===== src/rtl/adder_arb_pkg.sv =====
// Shared types and sizing helpers for the shared-adder arbiter.
// Imported by the round-robin arbiter and the top level.
package adder_arb_pkg;

  localparam int DEF_NUM_REQ = 4;
  localparam int DEF_DATA_W  = 5;

  typedef enum logic [1:0] {
    IDLE = 2'd0,
    ADD  = 2'd1,
    RESP = 2'd2
  } state_t;

  // Sum of two unsigned DATA_W operands needs one carry bit.
  function automatic int sum_w(input int data_w);
    return data_w + 1;
  endfunction

  // Width of a requester index; never narrower than one bit.
  function automatic int idx_w(input int num_req);
    return (num_req < 2) ? 1 : $clog2(num_req);
  endfunction

endpackage


===== src/rtl/adder_share_arbiter_rr_arbiter.sv =====
// Combinational round-robin picker: the first asserted request at or after ptr,
// wrapping modulo NUM_REQ.
module rr_arbiter
  import adder_arb_pkg::*;
#(
  parameter int NUM_REQ = DEF_NUM_REQ,
  localparam int IDX_W  = idx_w(NUM_REQ)
) (
  input  logic [NUM_REQ-1:0] req,
  input  logic [IDX_W-1:0]   ptr,
  output logic [NUM_REQ-1:0] gnt,
  output logic [IDX_W-1:0]   gnt_idx,
  output logic               any
);

  always_comb begin
    logic [IDX_W-1:0] idx;
    // NOTE: every output gets a default before the search so no path leaves a
    // value unassigned; a missing default here would infer a latch.
    gnt     = '0;
    gnt_idx = '0;
    any     = 1'b0;
    idx     = '0;
    for (int k = 0; k < NUM_REQ; k++) begin
      idx = IDX_W'((int'(ptr) + k) % NUM_REQ);
      if (!any && req[idx]) begin
        any      = 1'b1;
        gnt[idx] = 1'b1;
        gnt_idx  = idx;
      end
    end
  end

endmodule


===== src/rtl/adder_share_arbiter.sv =====
// One registered DATA_W-bit adder shared round-robin among NUM_REQ requesters,
// with valid/ready handshakes on both the operand and the result side.
module adder_share_arbiter
  import adder_arb_pkg::*;
#(
  parameter int NUM_REQ = DEF_NUM_REQ,
  parameter int DATA_W  = DEF_DATA_W,
  localparam int SUM_W  = sum_w(DATA_W)
) (
  input  logic                      clk,
  input  logic                      reset,
  input  logic [NUM_REQ-1:0]        req_valid,
  output logic [NUM_REQ-1:0]        req_ready,
  input  logic [NUM_REQ*DATA_W-1:0] req_in1,
  input  logic [NUM_REQ*DATA_W-1:0] req_in2,
  output logic [NUM_REQ-1:0]        rsp_valid,
  input  logic [NUM_REQ-1:0]        rsp_ready,
  output logic [SUM_W-1:0]          rsp_sum,
  output logic                      busy
);

  localparam int IDX_W = idx_w(NUM_REQ);

  state_t               state;
  logic [IDX_W-1:0]     rr_ptr;
  logic [IDX_W-1:0]     id_q;
  logic [DATA_W-1:0]    in1_q;
  logic [DATA_W-1:0]    in2_q;
  logic [SUM_W-1:0]     sum_q;
  logic [NUM_REQ-1:0]   rsp_valid_q;
  logic                 busy_q;

  logic [NUM_REQ-1:0]   gnt;
  logic [IDX_W-1:0]     gnt_idx;
  logic                 any;
  logic [IDX_W-1:0]     next_ptr;
  logic [NUM_REQ-1:0]   id_onehot;

  rr_arbiter #(.NUM_REQ(NUM_REQ)) u_rr_arbiter (
    .req     (req_valid),
    .ptr     (rr_ptr),
    .gnt     (gnt),
    .gnt_idx (gnt_idx),
    .any     (any)
  );

  assign next_ptr  = (gnt_idx == IDX_W'(NUM_REQ - 1)) ? '0 : gnt_idx + 1'b1;
  assign id_onehot = NUM_REQ'(1) << id_q;

  // Grant depends only on state, rr_ptr and req_valid, never on rsp_ready.
  // It is also masked while reset is held so nothing looks accepted in reset.
  assign req_ready = (reset && (state == IDLE)) ? gnt : '0;

  assign rsp_valid = rsp_valid_q;
  assign rsp_sum   = sum_q;
  assign busy      = busy_q;

  // NOTE: sequential state uses non-blocking assignments only, so every
  // register samples pre-edge values regardless of statement order.
  always_ff @(posedge clk or negedge reset) begin
    if (!reset) begin
      // NOTE: every register, including the operand/sum datapath, is reset so
      // rsp_sum reads 0 after reset and an aborted operation leaves no trace.
      state       <= IDLE;
      rr_ptr      <= '0;
      id_q        <= '0;
      in1_q       <= '0;
      in2_q       <= '0;
      sum_q       <= '0;
      rsp_valid_q <= '0;
      busy_q      <= 1'b0;
    end else begin
      unique case (state)
        IDLE: begin
          if (any) begin
            in1_q  <= req_in1[int'(gnt_idx)*DATA_W +: DATA_W];
            in2_q  <= req_in2[int'(gnt_idx)*DATA_W +: DATA_W];
            id_q   <= gnt_idx;
            rr_ptr <= next_ptr;
            busy_q <= 1'b1;
            state  <= ADD;
          end
        end
        ADD: begin
          sum_q       <= SUM_W'(in1_q) + SUM_W'(in2_q);
          rsp_valid_q <= id_onehot;
          state       <= RESP;
        end
        RESP: begin
          // Only the owning requester can retire the result.
          if (rsp_ready[id_q]) begin
            rsp_valid_q <= '0;
            busy_q      <= 1'b0;
            state       <= IDLE;
          end
        end
        default: begin
          rsp_valid_q <= '0;
          busy_q      <= 1'b0;
          state       <= IDLE;
        end
      endcase
    end
  end

endmodule


===== config.mk =====
export PLATFORM = sky130hd
export DESIGN_NAME = adder_share_arbiter
export DESIGN_NICKNAME = d
export VERILOG_FILES = /design/src/rtl/adder_arb_pkg.sv /design/src/rtl/adder_share_arbiter_rr_arbiter.sv /design/src/rtl/adder_share_arbiter.sv
export SDC_FILE = /design/constraint.sdc
export NUM_CORES = 1
export LEC_CHECK = 0
export ABC_AREA = 1
export CORE_UTILIZATION = 46
export DETAILED_ROUTE_END_ITERATION = 7
export PLACE_DENSITY = 0.79
export SLEW_MARGIN = 10
export SYNTH_ARGS = -nofsm -noshare
export SYNTH_HDL_FRONTEND = slang
export SYNTH_HIERARCHICAL = 1
export SYNTH_SLANG_ARGS = --single-unit

===== constraint.sdc =====
create_clock -name clk -period 2.6 [get_ports clk]
set_clock_uncertainty 0.05 [all_clocks]
set_input_delay 0.52 -clock clk [delete_from_list [all_inputs] [get_ports clk]]
set_output_delay 0.52 -clock clk [all_outputs]
set_load 0.03 [all_outputs]

==> reports/results.tsv, run 1 <==
stage	metric	value	unit
floorplanning	Chip Height	67.6	µm
sta	fmax	0.403	GHz
layout	ratio of cells with drive above 1 in the final layout	16.0	%
sta	setup ws final	0.119	ns
layout	commonest cells after routing, fill and taps aside	nand2_1, clkdlybuf4s50_1, nor2_1	
global_route	initial antenna violation count	0	
critical_path	Worst R2R Start	rr_ptr[0]	
drt	antenna-violating nets left	0	
global_route	Total Routing Usage GR	22.2	%
synth	post-synthesis mux area share	0	%
critical_path	worst-path fanout max	5	
sta	Final min period	2.48	ns
power	Pleak	1.42	nW
layout	Area Growth Syn to Fin	45.9	%
layout	diode count	0	
global_route	grt ovf	0	
critical_path	R2R depth	15	
synth	post-synthesis cell area	1980	µm²
min_path	Hold Path End	rsp_valid[2]	
floorplanning	Initial Utilization	48.8	%
critical_path	CP Class	reg -> out	
placed_design	placed wire-length estimate	3890	µm
global_route	largest net degree at the start of global routing	28	
placed_design	placement-stage worst setup slack	-0.0570	ns
synth	#FFs+latches synth	27	
clock_network	worst skew pair latency	0.28	ns
synth	largest family of logic cells by synthesized area	simple AND/OR/NAND/NOR gates	
min_path	Hold Path Cell Cnt	2	
drt	# DRC	0	
clock_network	Root Driver	clkbuf_8	
clock_network	CTS buffer count	3	
synth	post-synthesis adder-cell area fraction	7.96	%
synth	Syn Area/Cell	6.97	µm²
critical_path	reg2reg setup slack	0.28	ns
synth	FFs w/ async S/R, synth	100	%
synth	Compound-Gate Fraction of Synth Area	13.8	%
clock_network	htree depth	1	
layout	most common cell after layout, fill and taps aside	nand2_1	
synth	EDFF count, synth	0	
critical_path	CP arrival	1.91	ns
critical_path	CP startpoint kind	register	
drt	drt initial violations	55	
drt	routed len/inst	12.7	µm
sta	Slew Viols, Final	0	
clock_network	clk sinks	27	
synth	Synth cell types	26	
floorplanning	Core Area	4060	µm²
critical_path	CP dominant cell by count	inv_2	
clock_network	Clock Pin Slew Worst Setup and Hold Paths	0.09	ns
sta	Tightest Pin Transition	0.336	ns
layout	final layout net count	426	
placed_design	PortBufs	64	
synth	Syn Inst Count	284	
critical_path	WP data required	2.03	ns
synth	sequential fraction of the synthesis area	34.1	%
critical_path	CP endpoint kind	output port	
floorplanning	Die X-Extent	67.6	µm
synth	fraction of the mapped netlist area in simple logic gates	36.9	%
job	max cap viols	0	
drt	DR vias	2132	
min_path	hold_sp	rsp_valid[2]	
floorplanning	Cell Rows	23	
sta	Fin. Hold Viols	0	
synth	Mapped Nets	346	
power	maximum vdd drop	1.01	mV
synth	Ys Warns	6	
synth	Synth Flop Type	dfrtp_1	
critical_path	CP cell instances	inv_2, ha_4, inv_2, nand2_1, nand2_2, nor2_4, nand4_1, nand3_1, inv_1, nor2_1, buf_4	
global_route	number of global-route vias before repair	1821	
drt	final WL	5230	µm
power	Pwr Density	1510	nW/µm²
sta	period utilization	95.4	%
floorplanning	Die ar.	4570	µm²
synth	Post-Synth XOR/XNOR Area	0	%
sta	Setup Viol. Count Final	0	
critical_path	end of the worst register-to-register path	in2_q[1]	
global_route	global-route wire length before repair	7730	µm
clock_network	largest buffer count on any clock path	2	
sta	slew margin rel.	77.6	%
drt	vias per cell	5.16	
status	status	completed	
placed_design	routability congestion estimate	0.954	
min_path	Hold Path Class	reg -> reg	
drt	TritonRoute pass-1 iters	4	
floorplanning	Ports	65	
clock_network	hold_buf cts	0	
clock_network	CTS tree	built	
critical_path	Critical Path Max Stage Delay	0.38	ns
sta	TNS Setup	0	ns
critical_path	Critical-path top delay cell	dfrtp_1	
[worst max-delay path: cells and delay by family, from the launching register on]
kind | cells | cell delay (ns)
adder cells (fa/ha/maj) | 1 | 0.29
flip-flops | 1 | 0.38
buffers and inverters | 4 | 0.33
AND/OR/NAND/NOR | 6 | 0.62
[flip-flops by register name, summed over array words and instances (netlist names)]
register / count
rsp_sum: 6
id_q: 2
rsp_valid: 4
busy: 1
state: 2
rr_ptr: 2
in1_q: 5
in2_q: 5
[how the worst max path moves through the flow]
stage                       startpoint            to  depth (start not counted)
after floorplan              rr_ptr[0]  req_ready[0]                         10
after global placement    req_valid[3]  req_ready[0]                         12
after detailed placement  req_valid[3]  req_ready[0]                         12
after CTS                 req_valid[1]  req_ready[0]                         11
after global routing         rr_ptr[0]  req_ready[3]                         12
final                        rr_ptr[0]  req_ready[2]                         11
[repair_timing]
action                                  4_1_cts  5_1_grt
gates cloned                                  0        1
endpoints found under the setup margin        4        4
gates resized for setup                       3       22
pin swaps                                     1        7
setup buffers                                 1        5
[layout make-up]
cell class | count | area, µm²
multi-input cells | 226 | 1220
fillers | 357 | 1170
repair buffers | 83 | 791
flip-flops and latches | 27 | 676
inverters | 23 | 88.8
well taps | 50 | 62.6
clock buffers | 3 | 41.3
clock inverters | 1 | 7.51
[power breakdown]
| group | switching [W] | internal [W] | total (W) |
|---|---|---|---|
| registers | 0.000140 | 0.000640 | 0.000780 |
| logic | 0.00201 | 0.00132 | 0.00333 |
| clock network | 0.000139 | 0.000109 | 0.000249 |
| total | 0.00229 | 0.00207 | 0.00436 |
[synth_stat cells (2+ instances only)]
| master | instances | area, µm² |
|---|---|---|
| dfrtp_1 | 27 | 676 |
| nand4_1 | 7 | 43.8 |
| nand2_1 | 89 | 334 |
| nand3_1 | 22 | 110 |
| buf_2 | 6 | 30.0 |
| ha_1 | 11 | 138 |
| a21boi_0 | 4 | 30.0 |
| a21oi_1 | 9 | 45.0 |
| o22ai_1 | 10 | 62.6 |
| o21ai_1 | 5 | 25.0 |
| inv_1 | 19 | 71.3 |
| nor2_1 | 30 | 113 |
| buf_6 | 2 | 22.5 |
| nand2_2 | 9 | 56.3 |
| nand3_2 | 2 | 20.0 |
| inv_2 | 4 | 15.0 |
| o21ai_0 | 19 | 95.1 |
[routing by layer]
metal / global-route usage (%) / routed length [µm]
met1: 28.4 / 2310
met2: 38.5 / 2590
met3: 1.69 / 240
met4: 7.98 / 84
met5: 0 / 0
[cell families (layout without fill, tap and decap cells)]
| group | after synthesis | after routing |
|---|---|---|
| and+or+nand+nor | 164 | 165 |
| AOI/OAI and AO/OA | 49 | 49 |
| buffers and inverters | 32 | 110 |
| DFF | 27 | 27 |
| adders and majority gates | 12 | 12 |
[stage by stage]
step | power [W] | util [%] | instance area, µm² | instances | hold WS [ns]
3_5_place_dp | 0.00383 | 67.1 | 2720 | 403 | 0.408
2_1_floorplan | 0.00298 | - | 1980 | 284 | 0.174
5_1_grt | 0.00476 | 71.2 | 2890 | 413 | 0.448
4_1_cts | 0.00415 | 68.9 | 2800 | 408 | 0.430
6_report | 0.00436 | 71.2 | 2890 | 413 | 0.426
3_3_place_gp | 0.00374 | 67.1 | 2720 | 403 | 0.405
(Power assumes the default switching activity.)
==> run 2: changes to the inputs <==
--- a/config.mk
+++ b/config.mk
@@ -6,9 +6,11 @@
 export NUM_CORES = 1
 export LEC_CHECK = 0
 export ABC_AREA = 1
+export CORE_MARGIN = 1.5
 export CORE_UTILIZATION = 46
 export DETAILED_ROUTE_END_ITERATION = 7
 export PLACE_DENSITY = 0.79
+export SKIP_CTS_REPAIR_TIMING = 1
 export SLEW_MARGIN = 10
 export SYNTH_ARGS = -nofsm -noshare
 export SYNTH_HDL_FRONTEND = slang
==> reports/results.tsv, run 2 (synthesis results as in run 1) <==
stage	metric	value	unit
placed_design	PortBufs	64	
critical_path	reg2reg setup slack	0.37	ns
critical_path	R2R depth	15	
clock_network	htree depth	1	
drt	antenna-violating nets left	0	
layout	diode count	0	
sta	slew margin rel.	77.9	%
global_route	number of global-route vias before repair	1798	
critical_path	CP Class	reg -> out	
floorplanning	Die X-Extent	68.6	µm
power	internal power	0.00205	W
drt	drt initial violations	124	
floorplanning	Cell Rows	23	
critical_path	family with the most delay on the worst path	simple AND/OR/NAND/NOR gates	
critical_path	Worst R2R Start	rr_ptr[0]	
critical_path	Crit. path cell count	11	
critical_path	WP data required	2.03	ns
critical_path	CP dominant cell by count	inv_1	
clock_network	Clock Pin Slew Worst Setup and Hold Paths	0.08	ns
critical_path	CP bufs+invs	4	
power	Pwr Density	1500	nW/µm²
layout	Largest register FFs	6	
global_route	initial antenna violation count	0	
layout	ratio of cells with drive above 1 in the final layout	15.1	%
critical_path	CP endpoint kind	output port	
layout	Area Growth Syn to Fin	44.6	%
layout	# fillers	346	
global_route	Total Routing Usage GR	21.4	%
drt	vias per cell	5.19	
global_route	global-route wire length before repair	7670	µm
drt	TritonRoute pass-1 iters	4	
power	Seq pwr share	18.1	%
placed_design	Cells after DPL	402	
min_path	Hold Path Cell Cnt	2	
power	maximum vdd drop	0.881	mV
power	Logic pwr share	76.6	%
floorplanning	Initial Utilization	48.8	%
placed_design	routability congestion estimate	0.968	
clock_network	clk sinks	27	
sta	Final min period	2.50	ns
power	P_sw	0.00224	W
sta	Tightest Pin Transition	0.331	ns
power	switch share	52.2	%
floorplanning	Core Area	4060	µm²
critical_path	crit path to	req_ready[0]	
sta	TNS Setup	0	ns
sta	Fin. Hold Viols	0	
drt	routed len/inst	12.2	µm
critical_path	Critical Path Max Stage Delay	0.37	ns
layout	Sequential Area	676	µm²
clock_network	Root Driver	clkbuf_8	
global_route	grt ovf	0	
floorplanning	Ports	65	
clock_network	CTS buffer count	3	
critical_path	end of the worst register-to-register path	in1_q[1]	
sta	setup ws final	0.0954	ns
layout	area of the multi-input gates	1230	µm²
clock_network	worst skew pair latency	0.27	ns
layout	Final Non-Filler Cells	408	
critical_path	CP startpoint kind	register	
critical_path	Critical-path top delay cell	dfrtp_1	
placed_design	placed wire-length estimate	3730	µm
critical_path	CP arrival	1.93	ns
power	Pleak	1.41	nW
drt	DR vias	2116	
power	Tot Pwr	0.00428	W
power	Clk network pwr share	5.3	%
clock_network	largest buffer count on any clock path	2	
layout	most common cell after layout, fill and taps aside	nand2_1	
global_route	largest net degree at the start of global routing	28	
clock_network	CTS tree	built	
floorplanning	Die ar.	4710	µm²
sta	fmax	0.399	GHz
sta	Slew Viols, Final	0	
drt	# DRC	0	
placed_design	placement-stage worst setup slack	-0.100	ns
drt	final WL	4990	µm
layout	commonest cells after routing, fill and taps aside	nand2_1, clkdlybuf4s50_1, nor2_1	
sta	Setup Viol. Count Final	0	
min_path	Hold Path Class	reg -> reg	
critical_path	CP cell instances	inv_1, ha_4, inv_2, nand2_1, nand2_2, nor2_4, nand4_1, nand3_1, inv_1, nor2_1, buf_4	
layout	final layout net count	421	
critical_path	worst setup path startpoint	rr_ptr[1]	
floorplanning	Chip Height	68.6	µm
job	max cap viols	0	
status	status	completed	
sta	period utilization	96.3	%
critical_path	worst-path fanout max	7	
run 2: final cells by class:
cell class / instances / share of cell area, %
clock buffer: 4 / 1.57
tap: 50 / 2.19
inverter: 23 / 3.02
multi-input combinational: 226 / 42.9
timing repair buffer: 78 / 26.8
sequential: 27 / 23.6
run 2: per-stage QoR:
stage                     cell area, µm²  hold WS [ns]  utilization, %
final                               2860         0.425            70.5
after global routing                2860         0.455            70.5
after CTS                           2770         0.431            68.3
after detailed placement            2730         0.410            67.2
after global placement              2730         0.405            67.2
after floorplan                     1980         0.174               -
run 2: metal layers:
metal / routed length [µm] / GRT usage (%)
met5: 0 / 0
met1: 2310 / 28.8
met4: 98 / 9.50
met3: 248 / 2.11
met2: 2340 / 34.9
run 2: worst reg2reg max path, delay by kind of cell (launching register included):
kind,cells,cell delay [ns]
DFF,1,0.40
and+or+nand+nor,8,0.76
AOI/OAI and AO/OA,2,0.27
buffers and inverters,5,0.66
run 2: worst min-delay path by stage:
stage | end | from
floorplan | busy | reset
global placement | rsp_valid[2] | rsp_valid[2]
detailed placement | rsp_valid[1] | rsp_valid[1]
CTS | rsp_valid[1] | rsp_valid[1]
global route | rsp_valid[0] | rsp_valid[0]
finish | rsp_valid[2] | rsp_valid[2]
run 2: power by group through the flow:
stage	Sequential, W	Combinational, W	Clock [W]
after floorplan	0.000938	0.00204	0
after global placement	0.000780	0.00300	0
after detailed placement	0.000781	0.00306	0
after CTS	0.000774	0.00308	0.000239
after global routing	0.000797	0.00368	0.000258
final	0.000775	0.00328	0.000229
==> run 3: changes to the inputs <==
--- a/config.mk
+++ b/config.mk
@@ -6,10 +6,12 @@
 export NUM_CORES = 1
 export LEC_CHECK = 0
 export ABC_AREA = 1
-export CORE_MARGIN = 1.5
-export CORE_UTILIZATION = 46
+export CELL_PAD_IN_SITES_DETAIL_PLACEMENT = 0
+export CELL_PAD_IN_SITES_GLOBAL_PLACEMENT = 1
+export CORE_MARGIN = 4
+export CORE_UTILIZATION = 32
 export DETAILED_ROUTE_END_ITERATION = 7
-export PLACE_DENSITY = 0.79
+export PLACE_DENSITY_LB_ADDON = 0.1
 export SKIP_CTS_REPAIR_TIMING = 1
 export SLEW_MARGIN = 10
 export SYNTH_ARGS = -nofsm -noshare
==> reports/results.tsv, run 3 (synthesis results as in run 1) <==
stage	metric	value	unit
placed_design	placed wire-length estimate	4260	µm
power	maximum vdd drop	0.680	mV
global_route	initial antenna violation count	0	
placed_design	PortBufs	64	
critical_path	CP endpoint kind	output port	
drt	antenna-violating nets left	0	
sta	unrepaired setup endpoints after global routing	true	
critical_path	CP cell instances	inv_2, buf_6, nand2_4, nand3_4, nand2_4, buf_12, nor2_4, nand4_1, nand3_1, inv_1, nor2_1, buf_4	
critical_path	CP dominant cell by count	nand2_4	
critical_path	crit path to	req_ready[1]	
sta	Tightest Pin Transition	0.347	ns
sta	slew margin rel.	76.9	%
floorplanning	Die ar.	7510	µm²
global_route	global-route wire length before repair	9180	µm
clock_network	CTS tree	built	
power	P_sw	0.00239	W
drt	DR vias	2164	
critical_path	CP arrival	1.95	ns
critical_path	CP Class	reg -> out	
drt	vias per cell	4.87	
floorplanning	Initial Utilization	33.2	%
layout	Largest register FFs	6	
clock_network	htree depth	1	
power	Seq pwr share	16.9	%
sta	setup ws final	0.0844	ns
clock_network	largest buffer count on any clock path	2	
clock_network	CTS buffer count	3	
layout	diode count	0	
layout	final layout net count	432	
critical_path	worst-path fanout max	6	
global_route	grt ovf	0	
power	internal power	0.00226	W
layout	fin area	3040	µm²
critical_path	WP data required	2.03	ns
global_route	Total Routing Usage GR	15.0	%
power	switch share	51.4	%
min_path	Hold Path Class	reg -> reg	
sta	Slew Viols, Final	0	
sta	period utilization	96.8	%
sta	Setup Viol. Count Final	0	
placed_design	routability congestion estimate	0.819	
critical_path	reg2reg setup slack	0.29	ns
sta	fmax	0.398	GHz
clock_network	clk sinks	27	
placed_design	Cell Area, Placed	2770	µm²
critical_path	Crit. path cell count	12	
global_route	largest net degree at the start of global routing	28	
floorplanning	Ports	65	
floorplanning	Die X-Extent	86.7	µm
layout	Final Non-Filler Cells	444	
sta	Final min period	2.52	ns
floorplanning	Core Area	5960	µm²
placed_design	placement-stage worst setup slack	-0.0368	ns
floorplanning	Cell Rows	28	
status	status	completed	
drt	TritonRoute pass-1 iters	4	
critical_path	CP startpoint kind	register	
critical_path	end of the worst register-to-register path	in1_q[0]	
layout	most common cell after layout, fill and taps aside	nand2_1	
job	max cap viols	0	
critical_path	Worst R2R Start	rr_ptr[0]	
power	Pleak	1.48	nW
power	Clk network pwr share	5.0	%
clock_network	Root Driver	clkbuf_8	
floorplanning	Chip Height	86.7	µm
placed_design	Cells after DPL	429	
layout	ratio of cells with drive above 1 in the final layout	19.8	%
global_route	number of global-route vias before repair	2053	
sta	TNS Setup	0	ns
clock_network	worst skew pair latency	0.27	ns
drt	final WL	5740	µm
power	Logic pwr share	78.1	%
critical_path	Critical-path top delay cell	dfrtp_1	
critical_path	R2R depth	16	
sta	Fin. Hold Viols	0	
drt	routed len/inst	12.9	µm
clock_network	Clock Pin Slew Worst Setup and Hold Paths	0.09	ns
critical_path	Critical Path Max Stage Delay	0.39	ns
power	Pwr Density	1530	nW/µm²
layout	Area Growth Syn to Fin	53.4	%
layout	commonest cells after routing, fill and taps aside	nand2_1, clkdlybuf4s50_1, nor2_1	
critical_path	family with the most delay on the worst path	simple AND/OR/NAND/NOR gates	
drt	# DRC	0	
critical_path	CP bufs+invs	5	
drt	drt initial violations	47	
critical_path	worst setup path startpoint	rr_ptr[0]	
## run 3: changes by cell type in the layout (fill, tap and decap cells not counted), moves of 2 or more
cell,delta
nand3_1,-3
inv_1,-2
nand3_2,+3
nand2_1,-3
buf_4,+9
nand2_4,+3
## run 3: worst register-to-register path: cells and delay by family, from the launching register on
kind                   cells  cell delay (ns)
DFF                        1             0.39
buffers and inverters      6             0.79
AOI/OAI and AO/OA          2             0.26
and+or+nand+nor            8             0.72
## run 3: power by group through the flow
stage	clock network [W]	logic (W)	registers [W]
3_3_place_gp	0	0.00320	0.000785
3_5_place_dp	0	0.00319	0.000790
5_1_grt	0.000258	0.00412	0.000815
2_1_floorplan	0	0.00204	0.000938
6_report	0.000234	0.00363	0.000784
4_1_cts	0.000244	0.00320	0.000785
## run 3: routing by layer
layer  vias up  global-route usage (%)  wire length, µm
li1       1107                       -                -
met3         2                    3.04              243
met4         0                    1.84               17
met1      1015                    18.6             2460
met2        40                    27.6             3020
met5         -                       0                0
## run 3: layout make-up
class | instances | area [µm²]
fill | 625 | 2920
sequential | 27 | 676
tap | 75 | 93.8
clock buffer | 4 | 45.0
timing repair buffer | 89 | 865
multi-input combinational | 226 | 1270
inverter | 23 | 88.8
## run 3: how the worst min path moves through the flow
| stage | slack (ns) | start | to | depth (start not counted) |
|---|---|---|---|---|
| final | 0.43 | rsp_valid[0] | rsp_valid[0] | 2 |
| after global routing | 0.46 | rsp_valid[0] | rsp_valid[0] | 2 |
| after CTS | 0.43 | rsp_valid[0] | rsp_valid[0] | 2 |
| after detailed placement | 0.41 | rsp_valid[0] | rsp_valid[0] | 2 |
| after global placement | 0.40 | rsp_valid[0] | rsp_valid[0] | 2 |
| after floorplan | 0.17 | reset | busy | 0 |
## run 3: metrics by stage
step                      utilization, %  hold slack (ns)  total power (W)
after floorplan                        -            0.174          0.00298
after global placement              46.6            0.405          0.00398
after detailed placement            46.6            0.409          0.00398
after CTS                           47.3            0.432          0.00423
after global routing                51.0            0.462          0.00519
final                               51.0            0.427          0.00465
